`src/rtl/button_pkg.sv`:
```
// Shared types and defaults for the button conditioner: channel output modes
// and the state-bit update rule used by every channel.
// Purely declarative; no latency or flow control of its own.
package button_pkg;

    typedef enum logic [1:0] {
        MODE_MOMENTARY = 2'd0,
        MODE_TOGGLE    = 2'd1,
        MODE_ONESHOT   = 2'd2,
        MODE_LATCH     = 2'd3
    } mode_e;

    localparam int DEFAULT_DEBOUNCE_CYCLES   = 4;
    localparam int DEFAULT_LONG_PRESS_CYCLES = 16;

    // Clear beats a toggle, but a press beats clear when latching.
    function automatic logic next_st(
        input mode_e mode,
        input logic  st,
        input logic  press,
        input logic  clear
    );
        logic nxt;
        nxt = st;
        case (mode)
            MODE_TOGGLE: begin
                if (clear) begin
                    nxt = 1'b0;
                end else if (press) begin
                    nxt = ~st;
                end
            end
            MODE_LATCH: begin
                if (press) begin
                    nxt = 1'b1;
                end else if (clear) begin
                    nxt = 1'b0;
                end
            end
            default: begin
                if (clear) begin
                    nxt = 1'b0;
                end
            end
        endcase
        return nxt;
    endfunction

endpackage

```
`src/rtl/button_channel.sv`:
```
// One button channel: 2-flop sync, counter debounce, press/release/long events, mode mux.
// Clean edge to press_pulse/level_out: DEBOUNCE_CYCLES+3 edges; mode/clear act next edge.
// No backpressure: events are single-cycle pulses that are never held off.
module button_channel
    import button_pkg::*;
#(
    parameter int DEBOUNCE_CYCLES   = DEFAULT_DEBOUNCE_CYCLES,
    parameter int LONG_PRESS_CYCLES = DEFAULT_LONG_PRESS_CYCLES,
    parameter int CNT_W             = $clog2(LONG_PRESS_CYCLES + 1)
) (
    input  logic       clk,
    input  logic       rst_n,
    input  logic       button,
    input  logic [1:0] mode,
    input  logic       clear,
    output logic       level_out,
    output logic       press_pulse,
    output logic       release_pulse,
    output logic       long_pulse
);

    localparam logic [CNT_W-1:0] DB_LAST = CNT_W'(DEBOUNCE_CYCLES - 1);
    localparam logic [CNT_W-1:0] LP_MAX  = CNT_W'(LONG_PRESS_CYCLES);
    localparam logic [CNT_W-1:0] LP_LAST = CNT_W'(LONG_PRESS_CYCLES - 1);

    mode_e            mode_sel;
    logic             sync1_q, sync1_d;
    logic             sync2_q, sync2_d;
    logic             stable_q, stable_d;
    logic             stable_dly_q, stable_dly_d;
    logic [CNT_W-1:0] dcnt_q, dcnt_d;
    logic [CNT_W-1:0] hcnt_q, hcnt_d;
    logic             st_q, st_d;
    logic             press_q, press_d;
    logic             release_q, release_d;
    logic             long_q, long_d;
    logic             level_q, level_d;

    assign mode_sel = mode_e'(mode);

    always_comb begin
        sync1_d = button;
        sync2_d = sync1_q;

        dcnt_d   = '0;
        stable_d = stable_q;
        if (sync2_q != stable_q) begin
            if (dcnt_q == DB_LAST) begin
                stable_d = sync2_q;
            end else begin
                dcnt_d = dcnt_q + 1'b1;
            end
        end

        stable_dly_d = stable_q;
        press_d      = stable_q & ~stable_dly_q;
        release_d    = ~stable_q & stable_dly_q;

        // Hold counter follows the delayed level so long_pulse lands exactly
        // LONG_PRESS_CYCLES after press_pulse; saturation stops re-firing.
        hcnt_d = '0;
        long_d = 1'b0;
        if (stable_dly_q) begin
            if (hcnt_q != LP_MAX) begin
                hcnt_d = hcnt_q + 1'b1;
            end else begin
                hcnt_d = hcnt_q;
            end
            long_d = (hcnt_q == LP_LAST);
        end

        st_d = next_st(mode_sel, st_q, press_d, clear);

        level_d = 1'b0;
        case (mode_sel)
            MODE_MOMENTARY: level_d = stable_q;
            MODE_TOGGLE:    level_d = st_d;
            MODE_ONESHOT:   level_d = press_d;
            MODE_LATCH:     level_d = st_d;
            default:        level_d = 1'b0;
        endcase
    end

    always_ff @(posedge clk or negedge rst_n) begin
        if (!rst_n) begin
            sync1_q      <= 1'b0;
            sync2_q      <= 1'b0;
            stable_q     <= 1'b0;
            stable_dly_q <= 1'b0;
            dcnt_q       <= '0;
            hcnt_q       <= '0;
            st_q         <= 1'b0;
            press_q      <= 1'b0;
            release_q    <= 1'b0;
            long_q       <= 1'b0;
            level_q      <= 1'b0;
        end else begin
            sync1_q      <= sync1_d;
            sync2_q      <= sync2_d;
            stable_q     <= stable_d;
            stable_dly_q <= stable_dly_d;
            dcnt_q       <= dcnt_d;
            hcnt_q       <= hcnt_d;
            st_q         <= st_d;
            press_q      <= press_d;
            release_q    <= release_d;
            long_q       <= long_d;
            level_q      <= level_d;
        end
    end

    assign level_out     = level_q;
    assign press_pulse   = press_q;
    assign release_pulse = release_q;
    assign long_pulse    = long_q;

endmodule

```
`src/rtl/button_conditioner.sv`:
```
// N independent pushbutton conditioners with per-channel mode and clear.
// Clean edge to press_pulse/level_out: DEBOUNCE_CYCLES+3 edges per channel.
// No backpressure: all outputs are free-running registered levels/pulses.
module button_conditioner
    import button_pkg::*;
#(
    parameter int N_BUTTONS         = 2,
    parameter int DEBOUNCE_CYCLES   = DEFAULT_DEBOUNCE_CYCLES,
    parameter int LONG_PRESS_CYCLES = DEFAULT_LONG_PRESS_CYCLES
) (
    input  logic                   clk,
    input  logic                   rst_n,
    input  logic [N_BUTTONS-1:0]   button,
    input  logic [2*N_BUTTONS-1:0] mode,
    input  logic [N_BUTTONS-1:0]   clear,
    output logic [N_BUTTONS-1:0]   level_out,
    output logic [N_BUTTONS-1:0]   press_pulse,
    output logic [N_BUTTONS-1:0]   release_pulse,
    output logic [N_BUTTONS-1:0]   long_pulse
);

    localparam int CNT_W = $clog2(LONG_PRESS_CYCLES + 1);

    for (genvar i = 0; i < N_BUTTONS; i++) begin : g_ch
        button_channel #(
            .DEBOUNCE_CYCLES   (DEBOUNCE_CYCLES),
            .LONG_PRESS_CYCLES (LONG_PRESS_CYCLES),
            .CNT_W             (CNT_W)
        ) u_ch (
            .clk           (clk),
            .rst_n         (rst_n),
            .button        (button[i]),
            .mode          (mode[2*i +: 2]),
            .clear         (clear[i]),
            .level_out     (level_out[i]),
            .press_pulse   (press_pulse[i]),
            .release_pulse (release_pulse[i]),
            .long_pulse    (long_pulse[i])
        );
    end

endmodule

```
`config.mk`:
```
export PLATFORM = sky130hd
export DESIGN_NAME = button_conditioner
export DESIGN_NICKNAME = d
export VERILOG_FILES = /design/src/rtl/button_pkg.sv /design/src/rtl/button_channel.sv /design/src/rtl/button_conditioner.sv
export SDC_FILE = /design/constraint.sdc
export NUM_CORES = 1
export LEC_CHECK = 0
export CAP_MARGIN = 20
export CORE_MARGIN = 5
export CORE_UTILIZATION = 55
export CTS_CLUSTER_DIAMETER = 120
export DETAILED_ROUTE_END_ITERATION = 8
export PLACE_DENSITY_LB_ADDON = 0.05
export SETUP_SLACK_MARGIN = 0.2
export SYNTH_ARGS = -nofsm -noshare
export SYNTH_HDL_FRONTEND = slang
export SYNTH_SLANG_ARGS = --single-unit
```
`constraint.sdc`:
```
create_clock -name clk -period 1.5 [get_ports clk]
set_input_delay 0.3 -clock clk [delete_from_list [all_inputs] [get_ports clk]]
set_output_delay 0.3 -clock clk [all_outputs]
set_load 0.02 [all_outputs]
```
==> results of run 1 <==
## per-layer routing
layer	up-vias	share of wire, %	track usage, %
met4	0	1.4	5.699
met1	509	45	16.32
met2	15	50	23.40
li1	518	-	-
met3	5	3.1	4.103
met5	-	0	0
## cells by family after synthesis
| kind of cell | Yosys count | share of synthesized area, % |
|---|---|---|
| XOR/XNOR | 14 | 7.206 |
| flip-flops | 38 | 55.88 |
| adder cells (fa/ha/maj) | 8 | 5.883 |
| multiplexers | 4 | 2.500 |
| AO/OA/AOI/OAI | 9 | 3.897 |
| AND/OR/NAND/NOR | 55 | 18.90 |
| buffers and inverters | 18 | 5.736 |
## area by class of cell
| class | count | share of cell area, % |
|---|---|---|
| Tap cell | 33 | 2.026 |
| Clock inverter | 1 | 0.2455 |
| Sequential cell | 38 | 46.65 |
| Clock buffer | 7 | 2.701 |
| Timing Repair Buffer | 25 | 9.822 |
| Multi-Input combinational cell | 90 | 37.08 |
| Inverter | 8 | 1.473 |
## placed cells by master, fill, tap and decap left out, types with 2 or more instances in the layout
| master | synthesis | routed |
|---|---|---|
| a21boi_0 | 4 | 2 |
| buf_4 | 8 | 7 |
| nor2b_1 | 5 | 5 |
| buf_2 | 0 | 6 |
| nor2_1 | 12 | 12 |
| and3_4 | 0 | 2 |
| nand3b_1 | 4 | 4 |
| ha_2 | 0 | 4 |
| clkdlybuf4s50_1 | 0 | 8 |
| mux2_1 | 2 | 2 |
| a21oi_1 | 2 | 2 |
| nand2_1 | 2 | 2 |
| nor3_1 | 4 | 3 |
| xor2_1 | 6 | 6 |
| nand2b_1 | 2 | 2 |
| xnor2_1 | 8 | 8 |
| o21ai_0 | 2 | 2 |
| clkbuf_4 | 0 | 5 |
| inv_1 | 8 | 5 |
| and4bb_1 | 2 | 2 |
| and3_1 | 4 | 2 |
| dfrtp_1 | 38 | 38 |
| inv_2 | 0 | 3 |
| nand3_1 | 8 | 8 |
| and2_1 | 8 | 8 |
| clkdlybuf4s15_2 | 0 | 2 |
| mux2i_1 | 2 | 2 |
| ha_4 | 0 | 4 |
## per-stage QoR
stage	std cells	utilization (%)	instance area (µm²)	power (W)
after floorplan	146	-	1702	0.002242
after global placement	188	61.79	1856	0.002438
after detailed placement	188	61.79	1856	0.002488
after CTS	197	65.92	1979	0.003039
after global routing	202	67.88	2038	0.003377
final	202	67.88	2038	0.003111
## worst max-delay path by stage
stage	from	endpoint	slack (ns)	cells past startpoint
finish	g_ch[0].u_ch.hcnt_q[0]$_DFFE_PN0P_	g_ch[0].u_ch.hcnt_q[1]$_DFFE_PN0P_	0.22	5
global route	g_ch[0].u_ch.hcnt_q[0]$_DFFE_PN0P_	g_ch[0].u_ch.hcnt_q[1]$_DFFE_PN0P_	0.14	5
CTS	g_ch[0].u_ch.dcnt_q[0]$_DFF_PN0_	g_ch[0].u_ch.stable_dly_d$_DFFE_PN0P_	0.20	3
detailed placement	mode[2]	g_ch[1].u_ch.level_out$_DFF_PN0_	0.09	4
global placement	mode[2]	g_ch[1].u_ch.level_out$_DFF_PN0_	0.16	4
floorplan	g_ch[1].u_ch.hcnt_q[0]$_DFFE_PN0P_	g_ch[1].u_ch.hcnt_q[4]$_DFFE_PN0P_	0.25	4
## repair_timing
action,4_1_cts,5_1_grt
gates resized for setup,34,17
endpoints found under the setup margin,14,17
endpoints found under the hold margin,11,0
pin swaps,4,3
buffers inserted,0,5
hold buffers,1,0
## where the power goes
part / switching [W] / internal (W)
Sequential: 0.000288 / 0.00130
Combinational: 0.000462 / 0.000524
Clock: 0.000311 / 0.000227
Total: 0.00106 / 0.00205
## critical path, cell delays in order (launching register included)
cell	delay, ns
dfrtp_1	0.43
inv_1	0.08
ha_2	0.17
and4bb_1	0.25
mux2i_1	0.20
nor2b_1	0.06
==> out/metrics.csv, run 1 <==
stage,metric,value,unit
critical_path,reg2reg end,g_ch[0].u_ch.hcnt_q[1]$_DFFE_PN0P_,
critical_path,CP max FO,4,
routing,TritonRoute pass-1 iters,4,
logic_synthesis,Post-synth ARST share,100.0,%
floorplan,DIE WIDTH,65.62,µm
cells_and_area,largest registers,"g_ch.u_ch.dcnt_q: 10 flops, g_ch.u_ch.hcnt_q: 10 flops",
timing,Max Transition Viols Final,0,
clocking,Clock Sink Count,38,
critical_path,critical path class,reg -> reg,
min_path,Hold Path End,g_ch[0].u_ch.sync2_q$_DFF_PN0_,
clocking,CTS Buffer Depth,2,
floorplan,Core Area,3003,µm²
min_path,worst hold path depth,0,
logic_synthesis,Yosys reg bits,38,
global_routing,vias in the first global route,1061,
critical_path,worst endpoint required time,1.72,ns
timing,Hold Slack,0.3595,ns
logic_synthesis,main flop type after synthesis,dfrtp_1,
timing,Max-Slew Margin vs Limit,76.12,%
timing,final worst path period need,1.284,ns
timing,sum of negative setup slack,0,ns
clocking,Inserted Clock Buffers,5,
clocking,Clock Latency Late Sink,0.33,ns
timing,final setup skew,0.01066,ns
critical_path,Worst setup EP type,flip-flop,
global_routing,initial antenna violation count,0,
timing,Final WS setup,0.2156,ns
global_routing,overall routing resource usage,13.85,%
logic_synthesis,Synth area leader,dfrtp_1,
logic_synthesis,syn_area_per_cell,11.66,µm²
critical_path,Worst Reg-to-Reg Cells,5,
timing,RSZ-0062 raised after global routing,true,
routing,drt wl/cell,13.04,µm
routing,DR vias,1047,
logic_synthesis,Netlist cell types,27,
clocking,clk slew on worst S/H paths,0.11,ns
cells_and_area,diode count,0,
logic_synthesis,dominant cell by count in the synthesized netlist,dfrtp_1,
cells_and_area,Layout area overhead,19.78,%
pwr,peak supply drop,0.0007601,V
cells_and_area,fraction of layout cells with a size suffix above 1,24.26,%
floorplan,I/O Pins,18,
placement,PortBufs,17,
cells_and_area,count of nets after finishing,186,
routing,violation count after the first detailed-routing iteration,40,
routing,Routed WL,2.634,mm
critical_path,WP data arrival,1.51,ns
timing,worst slew pin tran,0.3544,ns
logic_synthesis,post-synthesis sequential area ratio,55.88,%
clocking,Root Driver,clkbuf_4,
timing,fmax,0.7786,GHz
logic_synthesis,Syn Std Cell Area,1702,µm²
clocking,H-tree lvl count,2,
logic_synthesis,ranking of synthesized cells by area,"dfrtp_1 56%, ha_1 5.9%, xnor2_1 4.1%",
clocking,TritonCTS clock tree,built,
floorplan,DIE HEIGHT,65.62,µm
cells_and_area,multi-input logic area,755.7,µm²
logic_synthesis,Post-synth EDFFs,0,
global_routing,first-pass GRT wire length,4.533,mm
logic_synthesis,"top cells by count, synth","38 x dfrtp_1, 12 x nor2_1",
placement,Worst Setup Slack post-DPL,0.08612,ns
critical_path,R2R Setup Slk,0.22,ns
pwr,Leak,0.9202,nW
routing,# DRC,0,
routing,mean number of vias per cell,5.183,
min_path,worst min-delay path startpoint,g_ch[0].u_ch.sync1_q$_DFF_PN0_,
logic_synthesis,post-synth top area share,55.88,%
timing,crit share post-route,85.63,%
logic_synthesis,Post-Syn Nets,164,
floorplan,die area,4306,µm²
routing,Detail Route Antenna Nets,0,
placement,Detail Placement HPWL,1.835,mm
min_path,Hold Crit Class,reg -> reg,
run_status,status,completed,
logic_synthesis,Yosys Warn Count,0,
global_routing,largest net degree at the start of global routing,15,
global_routing,GR Overflow Total,0,
flow_run,Max-cap violations,0,
timing,Final Setup Violations,0,
cells_and_area,register area,950.9,µm²
floorplan,Row Count,20,
pwr,Power Density,1526,nW/µm²
timing,Final Hold Viols,0,
critical_path,reg-to-reg critical path startpoint,g_ch[0].u_ch.hcnt_q[0]$_DFFE_PN0P_,
critical_path,Critical Path Start Type,flip-flop,
logic_synthesis,Synth Instances,146,
cells_and_area,fill count,244,
floorplan,Starting Density,56.67,%
placement,Final GP Congestion,0.7829,
(Power assumes the default switching activity.)
==> inputs of run 2 (changes only) <==
==> constraint.sdc (replaced) <==
create_clock -name clk -period 1.3 [get_ports clk]
set_input_delay 0.26 -clock clk [delete_from_list [all_inputs] [get_ports clk]]
set_output_delay 0.26 -clock clk [all_outputs]
set_load 0.02 [all_outputs]
==> out/metrics.csv, run 2 (same netlist as run 1, synthesis figures left out) <==
stage,metric,value,unit
run_status,status,completed,
floorplan,DIE WIDTH,65.62,µm
cells_and_area,count of nets after finishing,197,
clocking,CTS Buffer Depth,2,
placement,Final GP Congestion,0.7060,
floorplan,Starting Density,56.67,%
cells_and_area,diode count,0,
timing,crit share post-route,99.61,%
clocking,clk slew on worst S/H paths,0.11,ns
routing,drt wl/cell,13.75,µm
global_routing,overall routing resource usage,16.30,%
cells_and_area,fraction of layout cells with a size suffix above 1,34.44,%
placement,Detail Placement HPWL,1.951,mm
pwr,peak supply drop,0.001057,V
cells_and_area,"commonest non-fill, non-tap cell in the layout",dfrtp_1,
floorplan,die area,4306,µm²
critical_path,slowest CP cell,dfrtp_1,
critical_path,critical path class,reg -> reg,
critical_path,Worst setup EP type,flip-flop,
placement,placed insts,190,
placement,PortBufs,17,
critical_path,CP max stage delay,0.40,ns
clocking,Inserted Clock Buffers,5,
floorplan,Row Count,20,
pwr,Pwr Total,0.004029,W
global_routing,largest net degree at the start of global routing,24,
timing,fmax,0.7722,GHz
timing,final worst path period need,1.295,ns
cells_and_area,most frequent cells in the layout,"35 x dfrtp_1, 15 x buf_4, 12 x nor2_1, 10 x buf_6",
critical_path,worst endpoint required time,1.53,ns
global_routing,initial antenna violation count,0,
timing,Max Transition Viols Final,0,
routing,Detail Route Antenna Nets,0,
timing,Final Hold Viols,0,
routing,violation count after the first detailed-routing iteration,42,
timing,final setup skew,0.006286,ns
timing,RSZ-0062 raised after global routing,true,
timing,Max-Slew Margin vs Limit,73.66,%
pwr,Power Density,1810,nW/µm²
floorplan,Core Area,3003,µm²
clocking,TritonCTS clock tree,built,
critical_path,CP max FO,3,
clocking,Clock Latency Late Sink,0.34,ns
routing,DR vias,1113,
clocking,Clock Sink Count,38,
global_routing,vias in the first global route,1209,
pwr,Leak,0.9961,nW
routing,# DRC,0,
critical_path,CP Cell Sequence,buf_4 > ha_2 > and3_4 > ha_4 > a21boi_2,
cells_and_area,Layout area overhead,30.81,%
global_routing,GR Overflow Total,0,
min_path,Hold Crit Class,in -> async,
routing,TritonRoute pass-1 iters,3,
timing,Final Setup Violations,0,
critical_path,Critical Path Start Type,flip-flop,
clocking,Root Driver,clkbuf_4,
flow_run,Max-cap violations,0,
critical_path,WP data arrival,1.53,ns
cells_and_area,Final Instance Count excl. Fillers,213,
routing,mean number of vias per cell,5.225,
clocking,H-tree lvl count,2,
global_routing,first-pass GRT wire length,5.244,mm
floorplan,I/O Pins,18,
floorplan,DIE HEIGHT,65.62,µm
timing,worst slew pin tran,0.3952,ns
cells_and_area,largest registers,"g_ch.u_ch.dcnt_q: 10 flops, g_ch.u_ch.hcnt_q: 10 flops",
routing,Routed WL,2.928,mm
## run 2: area by class of cell
cell class              count  area, µm²
clock buffers               7      55.05
clock inverters             1      5.005
fillers                   200      777.0
inverters                   8      32.53
multi-input cells          90      797.0
flip-flops and latches     38      954.7
well taps                  33      41.29
repair buffers             36      340.3
## run 2: worst max-delay path: cells and delay by family, from the launching register on
kind,cells,cell delay [ns]
DFF,1,0.40
adders and majority gates,2,0.43
AOI/OAI and AO/OA,1,0.04
buffers and inverters,1,0.14
and+or+nand+nor,1,0.18
## run 2: repair_timing
item                                   CTS  global route
resized for setup                       53            16
setup endpoints to repair               27            31
gates cloned                             0             0
endpoints found under the hold margin   15             0
hold buffers                             1             0
setup buffers                           10             4
pin swaps                                9             8
## run 2: where the power goes
part	internal (W)	switching, W	leakage (nW)
sequential	0.00151	0.000301	0.494
clock	0.000262	0.000376	0.0353
combinational	0.000899	0.000684	0.467
## run 2: per-layer routing
layer | track usage, % | part of all wire, % | vias up
met2 | 28.29 | 53 | 14
met4 | 5.959 | 1.3 | 0
li1 | - | - | 541
met5 | 0 | 0 | -
met1 | 18.12 | 42 | 552
met3 | 5.983 | 3.2 | 6
## run 2: worst paths after layout
| kind | slack [ns] | endpoint | cells after the start | startpoint |
|---|---|---|---|---|
| min | 0.35 | g_ch[1].u_ch.press_pulse$_DFF_PN0_ | 2 | rst_n |
| min in group clk | 0.35 | g_ch[1].u_ch.sync1_q$_DFF_PN0_ | 1 | button[1] |
| max reg2reg | 0.005 | g_ch[0].u_ch.hcnt_q[4]$_DFFE_PN0P_ | 5 | g_ch[0].u_ch.hcnt_q[1]$_DFFE_PN0P_ |
| min reg2reg | 0.36 | g_ch[1].u_ch.sync2_q$_DFF_PN0_ | 0 | g_ch[1].u_ch.sync1_q$_DFF_PN0_ |
| max in group asynchronous | 0.48 | g_ch[0].u_ch.dcnt_q[2]$_DFF_PN0_ | 3 | rst_n |
| max | 0.005 | g_ch[0].u_ch.hcnt_q[4]$_DFFE_PN0P_ | 5 | g_ch[0].u_ch.hcnt_q[1]$_DFFE_PN0P_ |
## run 2: metrics by stage
step / instance area [µm²] / util [%] / TNS (ns) / setup slack (ns) / hold WS [ns]
after floorplan: 1767 / - / 0 / 0.1052 / -0.03559
after global placement: 1948 / 64.88 / 0 / 0.007455 / 0.1940
after detailed placement: 1948 / 64.88 / -0.3374 / -0.1226 / 0.2050
after CTS: 2147 / 71.50 / 0 / 0.02883 / 0.3358
after global routing: 2226 / 74.13 / -0.2064 / -0.06320 / 0.3164
final: 2226 / 74.13 / 0 / 0.005043 / 0.3472
==> inputs of run 3 (changes only) <==
--- a/config.mk
+++ b/config.mk
@@ -6,7 +6,6 @@
 export NUM_CORES = 1
 export LEC_CHECK = 0
 export CAP_MARGIN = 20
-export CORE_MARGIN = 5
 export CORE_UTILIZATION = 55
 export CTS_CLUSTER_DIAMETER = 120
 export DETAILED_ROUTE_END_ITERATION = 8
==> out/metrics.csv, run 3 (same netlist as run 1, synthesis figures left out) <==
stage,metric,value,unit
critical_path,reg2reg end,g_ch[1].u_ch.hcnt_q[1]$_DFFE_PN0P_,
critical_path,beginning of the critical path,g_ch[1].u_ch.hcnt_q[1]$_DFFE_PN0P_,
pwr,NetSw,0.001395,W
clocking,CTS Buffer Depth,2,
clocking,Clock Sink Count,38,
routing,TritonRoute pass-1 iters,6,
timing,sum of negative setup slack,0,ns
global_routing,vias in the first global route,1187,
clocking,H-tree lvl count,2,
critical_path,Worst setup EP type,flip-flop,
routing,# DRC,2,
placement,Final GP Congestion,0.7238,
routing,drt wl/cell,14.36,µm
floorplan,die area,3320,µm²
critical_path,critical path class,reg -> reg,
timing,Max Transition Viols Final,0,
timing,Final Setup Violations,0,
pwr,power share of the clock group,18.9,%
clocking,TritonCTS clock tree,built,
placement,PortBufs,17,
pwr,Power Density,1867,nW/µm²
min_path,Hold Crit Class,in -> reg,
critical_path,R2R Setup Slk,0.002,ns
cells_and_area,Final Instance Count excl. Fillers,211,
clocking,Inserted Clock Buffers,5,
cells_and_area,Layout area overhead,34.78,%
pwr,peak supply drop,0.001103,V
global_routing,GR Overflow Total,0,
critical_path,Worst Setup EP,g_ch[1].u_ch.hcnt_q[1]$_DFFE_PN0P_,
critical_path,CP max FO,3,
cells_and_area,"commonest non-fill, non-tap cell in the layout",dfrtp_1,
timing,final setup skew,0.01081,ns
timing,worst slew pin tran,0.4597,ns
clocking,clk slew on worst S/H paths,0.11,ns
pwr,Sw Ratio,32.58,%
routing,Detail Route Antenna Nets,0,
run_status,status,"finished, violations left",
timing,RSZ-0062 raised after global routing,true,
cells_and_area,fraction of layout cells with a size suffix above 1,39.44,%
floorplan,DIE WIDTH,57.62,µm
floorplan,I/O Pins,18,
global_routing,largest net degree at the start of global routing,39,
global_routing,first-pass GRT wire length,5.037,mm
critical_path,WP data arrival,1.53,ns
flow_run,Max-cap violations,0,
pwr,Logic pwr share,38.7,%
timing,Hold Slack,0.3567,ns
floorplan,Row Count,19,
cells_and_area,largest registers,"g_ch.u_ch.dcnt_q: 10 flops, g_ch.u_ch.hcnt_q: 10 flops",
run_status,violated checks,DRC,
timing,Max-Slew Margin vs Limit,69.35,%
pwr,Leak,1.006,nW
cells_and_area,Layout Utilization,80.39,%
timing,final worst path period need,1.298,ns
routing,mean number of vias per cell,5.318,
cells_and_area,count of nets after finishing,198,
clocking,Root Driver,clkbuf_4,
pwr,Reg power frac,42.4,%
pwr,Pint,0.002887,W
cells_and_area,most frequent cells in the layout,"33 x dfrtp_1, 15 x buf_4, 12 x nor2_1, 12 x buf_6, 8 x clkdlybuf4s50_1",
pwr,Pwr Total,0.004282,W
timing,fmax,0.7705,GHz
global_routing,overall routing resource usage,20.93,%
routing,violation count after the first detailed-routing iteration,22,
placement,placed insts,188,
floorplan,Starting Density,59.65,%
critical_path,Worst Reg-to-Reg Cells,5,
cells_and_area,diode count,0,
placement,Detail Placement HPWL,1.959,mm
cells_and_area,fill count,168,
timing,Final Hold Viols,0,
clocking,Clock Latency Late Sink,0.34,ns
routing,Routed WL,3.030,mm
critical_path,worst endpoint required time,1.53,ns
routing,DR vias,1122,
timing,crit share post-route,99.84,%
critical_path,Critical Path Start Type,flip-flop,
floorplan,Core Area,2853,µm²
critical_path,reg-to-reg critical path startpoint,g_ch[1].u_ch.hcnt_q[1]$_DFFE_PN0P_,
floorplan,DIE HEIGHT,57.62,µm
global_routing,initial antenna violation count,0,
==> run 3: cell types whose count changed in the layout (fill, tap and decap cells not counted), sizes merged <==
cell,delta
buf,+1
clkinv,-1
bufinv,+1
clkbuf,-1
==> run 3: worst min-delay path by stage <==
stage	end	slack, ns	start	depth (start not counted)
2_1_floorplan	g_ch[0].u_ch.dcnt_q[0]$_DFF_PN0_	-0.04	rst_n	0
3_3_place_gp	g_ch[1].u_ch.hcnt_q[0]$_DFFE_PN0P_	0.32	rst_n	2
3_5_place_dp	g_ch[1].u_ch.hcnt_q[1]$_DFFE_PN0P_	0.33	rst_n	2
4_1_cts	g_ch[1].u_ch.sync1_q$_DFF_PN0_	0.35	button[1]	1
5_1_grt	g_ch[0].u_ch.sync1_q$_DFF_PN0_	0.33	button[0]	1
6_report	g_ch[0].u_ch.sync1_q$_DFF_PN0_	0.36	button[0]	1
==> run 3: final cells by class <==
cell class	instances	area, µm²	share of cell area (%)
Multi-Input combinational cell	90	840.8	36.66
Sequential cell	38	957.2	41.73
Clock inverter	1	30.03	1.309
Inverter	8	32.53	1.418
Timing Repair Buffer	37	342.8	14.95
Clock buffer	6	51.30	2.237
Tap cell	31	38.79	1.691
==> run 3: metal layers <==
| layer | GRT usage [%] | routed length [µm] |
|---|---|---|
| met1 | 24.43 | 1330 |
| met2 | 35.22 | 1535 |
| met3 | 4.911 | 89 |
| met4 | 12.54 | 75 |
| met5 | 0 | 0 |
==> run 3: timing repair <==
action	4_1_cts	5_1_grt
buffers inserted	7	8
endpoints found under the setup margin	25	31
resized for setup	55	26
pin swaps	9	11
hold buffers	1	0
hold endpoints to repair	38	0
==> run 3: per-stage QoR <==
step	cell area [µm²]	setup slack, ns
final	2293	0.002058
after global routing	2293	-0.06905
after CTS	2130	0.01607
after detailed placement	1933	-0.09871
after global placement	1933	0.006305
after floorplan	1767	0.1052
==> run 3: worst max-delay path, stage by stage (launching register included) <==
cell	delay (ns)
dfrtp_1	0.42
inv_1	0.07
ha_2	0.17
and4bb_2	0.29
mux2i_1	0.19
nor2b_1	0.06
==> run 3: power by group through the flow <==
stage               registers (W)  clock network (W)  logic (W)
detailed placement        0.00179                  0    0.00120
global route              0.00186           0.000883    0.00183
global placement          0.00177                  0    0.00114
floorplan                 0.00172                  0   0.000897
CTS                       0.00180           0.000830    0.00138
finish                    0.00182           0.000808    0.00166
